===== src/rtl/sample_voice_scheduler.sv =====
// rtl/sample_voice_scheduler.sv - round-robin-free, lowest-index-first voice scheduler for a shared sample datapath
// Optional overrun counter output enabled by SAMPLE_SCHED_OVERRUN_CNT_EN.
module sample_voice_scheduler #(
    parameter int NUM_VOICES = 4,
    parameter int VOICE_W    = 2
) (
    input  logic                  clk,
    input  logic                  rst,
    input  logic                  sample_pulse,
    input  logic [NUM_VOICES-1:0] voice_en,
    output logic                  dp_req,
    output logic [VOICE_W-1:0]    dp_voice,
    input  logic                  dp_ack,
    output logic                  sample_done,
    output logic                  busy,
    output logic                  overrun
`ifdef SAMPLE_SCHED_OVERRUN_CNT_EN
    ,
    output logic [7:0]            overrun_cnt
`endif
);

    typedef enum logic [1:0] {
        S_IDLE = 2'd0,
        S_REQ  = 2'd1,
        S_DONE = 2'd2
    } state_t;

    state_t                r_state;
    logic [NUM_VOICES-1:0] r_pending;
    logic [VOICE_W-1:0]    r_voice;
    logic                  r_dp_req;
    logic                  r_done;
    logic                  r_busy;
    logic                  r_overrun;
    logic [NUM_VOICES-1:0] w_remain;
    logic                  w_drop;

    function automatic logic [VOICE_W-1:0] f_lowest(input logic [NUM_VOICES-1:0] m);
        f_lowest = '0;
        for (int i = NUM_VOICES - 1; i >= 0; i--) begin
            if (m[i]) f_lowest = VOICE_W'(i);
        end
    endfunction

    // Pending voices left once the currently requested voice is acknowledged.
    assign w_remain = r_pending & ~(NUM_VOICES'(1) << r_voice);
    assign w_drop   = sample_pulse && (r_state != S_IDLE);

    always_ff @(posedge clk or posedge rst) begin
        if (rst) begin
            r_state   <= S_IDLE;
            r_pending <= '0;
            r_voice   <= '0;
            r_dp_req  <= 1'b0;
            r_done    <= 1'b0;
            r_busy    <= 1'b0;
            r_overrun <= 1'b0;
        end else begin
            r_overrun <= w_drop;
            r_done    <= 1'b0;
            case (r_state)
                S_IDLE: begin
                    if (sample_pulse) begin
                        r_pending <= voice_en;
                        r_busy    <= 1'b1;
                        if (|voice_en) begin
                            r_state  <= S_REQ;
                            r_dp_req <= 1'b1;
                            r_voice  <= f_lowest(voice_en);
                        end else begin
                            r_state <= S_DONE;
                            r_done  <= 1'b1;
                        end
                    end
                end
                S_REQ: begin
                    if (dp_ack) begin
                        r_pending <= w_remain;
                        if (|w_remain) begin
                            r_voice <= f_lowest(w_remain);
                        end else begin
                            r_state  <= S_DONE;
                            r_dp_req <= 1'b0;
                            r_done   <= 1'b1;
                        end
                    end
                end
                S_DONE: begin
                    r_state <= S_IDLE;
                    r_busy  <= 1'b0;
                end
                default: begin
                    r_state  <= S_IDLE;
                    r_dp_req <= 1'b0;
                    r_busy   <= 1'b0;
                end
            endcase
        end
    end

`ifdef SAMPLE_SCHED_OVERRUN_CNT_EN
    logic [7:0] r_overrun_cnt;

    always_ff @(posedge clk or posedge rst) begin
        if (rst) begin
            r_overrun_cnt <= 8'd0;
        end else if (w_drop && (r_overrun_cnt != 8'd255)) begin
            r_overrun_cnt <= r_overrun_cnt + 8'd1;
        end
    end

    assign overrun_cnt = r_overrun_cnt;
`endif

    assign dp_req      = r_dp_req;
    assign dp_voice    = r_voice;
    assign sample_done = r_done;
    assign busy        = r_busy;
    assign overrun     = r_overrun;

endmodule


===== config.mk =====
export PLATFORM = sky130hd
export DESIGN_NAME = sample_voice_scheduler
export DESIGN_NICKNAME = d
export VERILOG_FILES = /design/src/rtl/sample_voice_scheduler.sv
export SDC_FILE = /design/constraint.sdc
export NUM_CORES = 1
export LEC_CHECK = 0
export CAP_MARGIN = 0
export CORE_MARGIN = 4
export CORE_UTILIZATION = 43
export CTS_CLUSTER_SIZE = 16
export DETAILED_ROUTE_END_ITERATION = 16
export PLACE_DENSITY_LB_ADDON = 0.08
export SLEW_MARGIN = 20
export SYNTH_ARGS = -nofsm -noshare
export SYNTH_HDL_FRONTEND = slang
export SYNTH_SLANG_ARGS = --single-unit

===== constraint.sdc =====
create_clock -name clk -period 1.6 [get_ports clk]
set_input_delay 0.4 -clock clk [delete_from_list [all_inputs] [get_ports clk]]
set_output_delay 0.4 -clock clk [all_outputs]
set_load 0.03 [all_outputs]

Word-level counts from Yosys, hierarchy flattened
Index checks and enable logic that the tools add are counted.
Word-level totals
  bits in registers: 12
  input bits: 8
  output and inout port bits: 6
Operators by class
  equal/unequal tests: 7
  shifts and indexed selects: 1
  mux-type cells: 33
  bitwise logic cells: 4
  reduce and logical (&&, ||, !) cells: 11
Operators with widths (count)
  two-way mux 2 bit: 16
  inequality test 2 bit (second input constant): 5
  AND reduction 5 bit: 2
  two-way mux 1 bit: 9
  two-way mux 4 bit: 2
  case mux 2 bit (2 select lines): 2
  case mux 4 bit (2 select lines): 1
  OR reduction 4 bit: 2
  AND reduction 3 bit: 2
  bitwise AND 4 bit: 1
  NOT 4 bit: 1
  case mux 1 bit (2 select lines): 2
  nonzero test 2 bit: 2
  left shift 1 x 2 -> 4 bit (first input constant): 1
  case mux 1 bit (3 select lines): 1
  == test 2 x 1 -> 1 bit (second input constant): 1
  == test 2 bit (second input constant): 1
  zero test 2 bit: 1
  NOT 1 bit: 2
  AND reduction 2 bit: 1
  logical AND 1 bit: 1

Depth between registers and ports, before layout
Gate-level depths: netlist of the first run.
  depth in word-level cells: 10
  mapped depth: 5
  gate-level depth less buffers: 4

Worst setup path before layout of the first run
Ideal clock, no wire load.
  kind: register to register
  from: reg r_voice[1], in the netlist dp_voice[1]
  to: reg r_voice[0], in the netlist dp_voice[0]
  library setup time: 0.125 ns
  data arrival time: 1.777 ns
  required time: 1.475 ns
  path slack: -0.302 ns
  cell stages (with the launch flop): 6
  buffers on the path: 1
  period minus slack after synthesis: 1.902 ns
  cell sequence: dfrtp_1 buf_2 nor4b_1 a211oi_4 o211ai_2 mux2_4
Between the ends
  word-level cells in the longest chain between the ends: 10
  elaborated cells between the ends (all ways): 13
  those cells by class: 1 x eq/ne; 1 x shift; 7 x mux; 2 x bitwise; 2 x reduce/logical
Ends and longest elaborated chain
  from (decl): RTL line 31  | logic [VOICE_W-1:0] r_voice;
  from (signal assigned): RTL line 70  | r_voice <= f_lowest(voice_en);
  from (signal assigned): RTL line 81  | r_voice <= f_lowest(w_remain);
  left shift 1 x 2 -> 4 bit (*): RTL line 47  | assign w_remain = r_pending & ~(NUM_VOICES'(1) << r_voice);
  NOT 4 bit (*): RTL line 47
  bitwise AND 4 bit (*): RTL line 47
  two-way mux 2 bit (4 in series): RTL line 42  | if (m[i]) f_lowest = VOICE_W'(i);
  two-way mux 2 bit: RTL line 80  | if (|w_remain) begin
  two-way mux 2 bit: RTL line 78  | if (dp_ack) begin
  case mux 2 bit (2 select lines): RTL line 62  | case (r_state)
Every way passes the cells marked *; elsewhere a longest branch is shown, timed or not. The select of a mux whose other input is x is not followed.
A chain may end at the register's enable or synchronous reset.

Worst setup path in the final report of the first run
  from: in voice_en[2]
  to: reg r_voice[0], in the netlist dp_voice[0]
Between the ends
  word-level cells in the longest chain between the ends: 6
  elaborated cells between the ends (all ways): 9
  those cells by class: 1 x eq/ne; 6 x mux; 2 x reduce/logical
Ends and longest elaborated chain
  from (decl): RTL line 10  | input logic [NUM_VOICES-1:0] voice_en,
  two-way mux 2 bit (3 in series): RTL line 42
  two-way mux 2 bit: RTL line 67  | if (|voice_en) begin
  two-way mux 2 bit: RTL line 64  | if (sample_pulse) begin
  case mux 2 bit (2 select lines): RTL line 62
Several ways; a longest one is shown, not always the timed one. The select of a mux whose other input is x is not followed.

==> run_results.csv, run 1 <==
group,metric,value,unit
outcome,status,"complete, but fails checks",
outcome,violations,"setup timing",
sta,finalMaxSlewViolations,0,
cells_and_area,fillers,122,
drt,wirelength,1670,um
sta,worstMarginPinSlew,0.468,ns
pwr,p_sw,0.884,mW
worst_setup_path,start_kind,"primary input",
sta,setup_viol,1,
synthesis,synth_fp_nets,81,
pwr,pwr-share-comb,62.6,%
synthesis,yosys.area.top_type,"dfrtp_1",
drt,drt_iter0_markers,20,
sta,setup_ws,-0.0000676,ns
clocking,cts.sinks,12,
cells_and_area,syn2layout_area_growth,48.6,%
synthesis,synth_edf_count,0,
floorplan,dieArea,2280,um^2
placement,gp_congestion,0.840,
pwr,p_leak,0.501,nW
sta,max_freq,0.625,GHz
synthesis,yosysSeqAreaShare,44.2,%
sta,hold_viol_final,0,
floorplan,core.rowCount,14,
cells_and_area,final_layout_size_suffix_gt1_share,35.8,%
cells_and_area,n_antenna_cell,0,
hold_path,min_path_type,"in2async",
worst_setup_path,end_kind,"register",
synthesis,synth_ff_type,"dfrtp_1",
placement,dp_hpwl,1290,um
floorplan,die-width,47.8,um
clocking,clockBufferDepth,2,
placement,io_buffers,13,
pwr,swShare,42.1,%
clocking,clockRootBuffer,"clkbuf_4",
synthesis,synth_area_leaders,"dfrtp_1, nand2_1, nor2_1",
sta,min_period_over_period,100,%
drt,antenna_left,0,
drt,wire_per_inst,13.4,um
drt,drc,0,
clocking,worstSkewPairLatency,0.27,ns
clocking,ctsHtreeMaxLevel,1,
grt,grt_pass1_vias,602,
floorplan,core_area,1510,um^2
pwr,pwr-share-seq,28.6,%
grt,grt_pass1_wl,2730,um
clocking,cts_made_buffers,3,
grt,grt_max_degree,13,
worst_setup_path,crit_fanout,2,
floorplan,die_h,47.8,um
placement,place_area,972,um^2
pwr,vdd_drop_max,1.07,mV
synthesis,syn_inst,73,
clocking,cts_tree,"yes",
clocking,ctsHoldBuffers,0,
synthesis,yosys_warnings,0,
synthesis,ys_ff_latch,12,
drt,avgViaCountPerCell,5.14,
cells_and_area,final_area,1010,um^2
grt,grt-ovfl-total,0,
sta,slew_headroom,68.7,%
floorplan,initial_utilization,45.1,%
worst_setup_path,cp.required,1.76,ns
drt,drt-pass1-iter-count,4,
sta,rsz0062_at_grt,"yes",
worst_setup_path,criticalPathCategory,"in2reg",
pwr,power.density,2080,nW/um^2
synthesis,synth_top_area_share,44.2,%
synthesis,syn_avg_cell_area,9.31,um^2
synthesis,async_reset_ff_share,100,%
grt,antenna_found_initial,0,
cells_and_area,nNetsFinal,119,
floorplan,ioPinCount,14,
sta,fin_skew,0.00186,ns
pwr,intPower,1.21,mW
worst_setup_path,cp.arrival,1.76,ns
synthesis,ys_top_cells_by_count,"dfrtp_1, nand2_1, nor2_1",
placement,dp_slack,-0.637,ns
sta,fin_crit,1.60,ns
synthesis,yosys.cell_types.count,28,
pwr,clkPwrFrac,8.8,%
synthesis,synthesis.area,679,um^2
grt,grt_usage,18.1,%
clocking,clk_pin_slew,0.07,ns
run,drv_cap,0,
pwr,finalPower,2.10,mW
drt,num_vias,642,
==> power groups by stage <==
stage	Clock, mW	Combinational [mW]	Sequential [mW]
after floorplan	0	0.667	0.668
after CTS	0.190	1.25	0.578
after detailed placement	0	1.28	0.585
final	0.186	1.31	0.600
after global routing	0.207	1.44	0.622
after global placement	0	1.26	0.582
==> final timing paths <==
kind / start / to / slack (ns) / cells after the start
max: voice_en[2] / dp_voice[0]$_DFFE_PP0P_ / -0.00007 / 5
min: rst / busy$_DFFE_PP0P_ / 0.44 / 2
max reg2reg: r_pending[2]$_DFFE_PP0P_ / sample_done$_DFF_PP0_ / 0.06 / 5
min reg2reg: busy$_DFFE_PP0P_ / busy$_DFFE_PP0P_ / 0.50 / 2
max in group asynchronous: rst / r_pending[3]$_DFFE_PP0P_ / 0.82 / 2
min in group clk: voice_en[1] / r_pending[1]$_DFFE_PP0P_ / 0.50 / 3
==> layout make-up <==
cell class / instances / area, um^2 / area share (%)
sequential: 12 / 303 / 30.0
tap: 16 / 20.0 / 1.98
clock buffer: 3 / 22.5 / 2.23
timing repair buffer: 35 / 274 / 27.1
multi-input combinational: 54 / 372 / 36.8
inverter: 5 / 18.8 / 1.86
==> per-stage QoR <==
| step | TNS [ns] | utilization (%) | instances | hold WS [ns] |
|---|---|---|---|---|
| floorplan | -0.196 | - | 73 | 0.265 |
| global placement | -2.52 | 64.5 | 119 | 0.469 |
| detailed placement | -2.66 | 64.5 | 119 | 0.479 |
| CTS | -0.0851 | 65.5 | 123 | 0.447 |
| global route | -0.0569 | 67.0 | 125 | 0.465 |
| finish | -0.0000676 | 67.0 | 125 | 0.439 |
==> state kept, by name, summed over array words and instances, names as in the netlist <==
name	flops
overrun	1
r_pending	4
sample_done	1
dp_req	1
busy	1
dp_voice	2
r_state	2
==> cells in the final DEF, fill, tap and decap left out, types with 3 or more instances in the layout <==
cell type	count
a21oi_1	3
inv_1	5
clkdlybuf4s50_1	3
o21ai_1	3
nor2_1	8
nand2_1	12
dlygate4sd2_1	4
buf_4	23
dfrtp_1	10
clkbuf_4	3
==> per-layer routing <==
metal	share of wire (%)	global-route usage (%)	vias up	wire length, um
met5	0	0	-	0
met3	3.5	4.51	4	59
met2	44	26.1	8	742
met1	50	25.3	300	840
li1	-	-	330	-
met4	1.7	8.06	0	28
==> timing repair <==
item                       4_1_cts  5_1_grt
pin swaps                        2        3
setup endpoints to repair        8        4
gates resized for setup         20        6
buffers inserted                 1        2
==> kinds of logic after synthesis <==
group,synth area share [%]
and+or+nand+nor,21.7
AOI/OAI and AO/OA,24.7
DFF,44.2
buffers and inverters,4.24
muxes,5.16
==> worst max-delay path, stage by stage <==
cell and delay, ns:
buf_6 0.09, or4_4 0.52, or3_1 0.33, o211ai_2 0.10
mux2_4 0.31
Power figures use the tool's default switching activity.
==> run 2, diff against run 1 <==
--- a/config.mk
+++ b/config.mk
@@ -5,7 +5,6 @@
 export SDC_FILE = /design/constraint.sdc
 export NUM_CORES = 1
 export LEC_CHECK = 0
-export CAP_MARGIN = 0
 export CORE_MARGIN = 4
 export CORE_UTILIZATION = 43
 export CTS_CLUSTER_SIZE = 16
==> results of run 2 <==
Same layout as run 1: the final DEF is identical, and so are final timing and power.
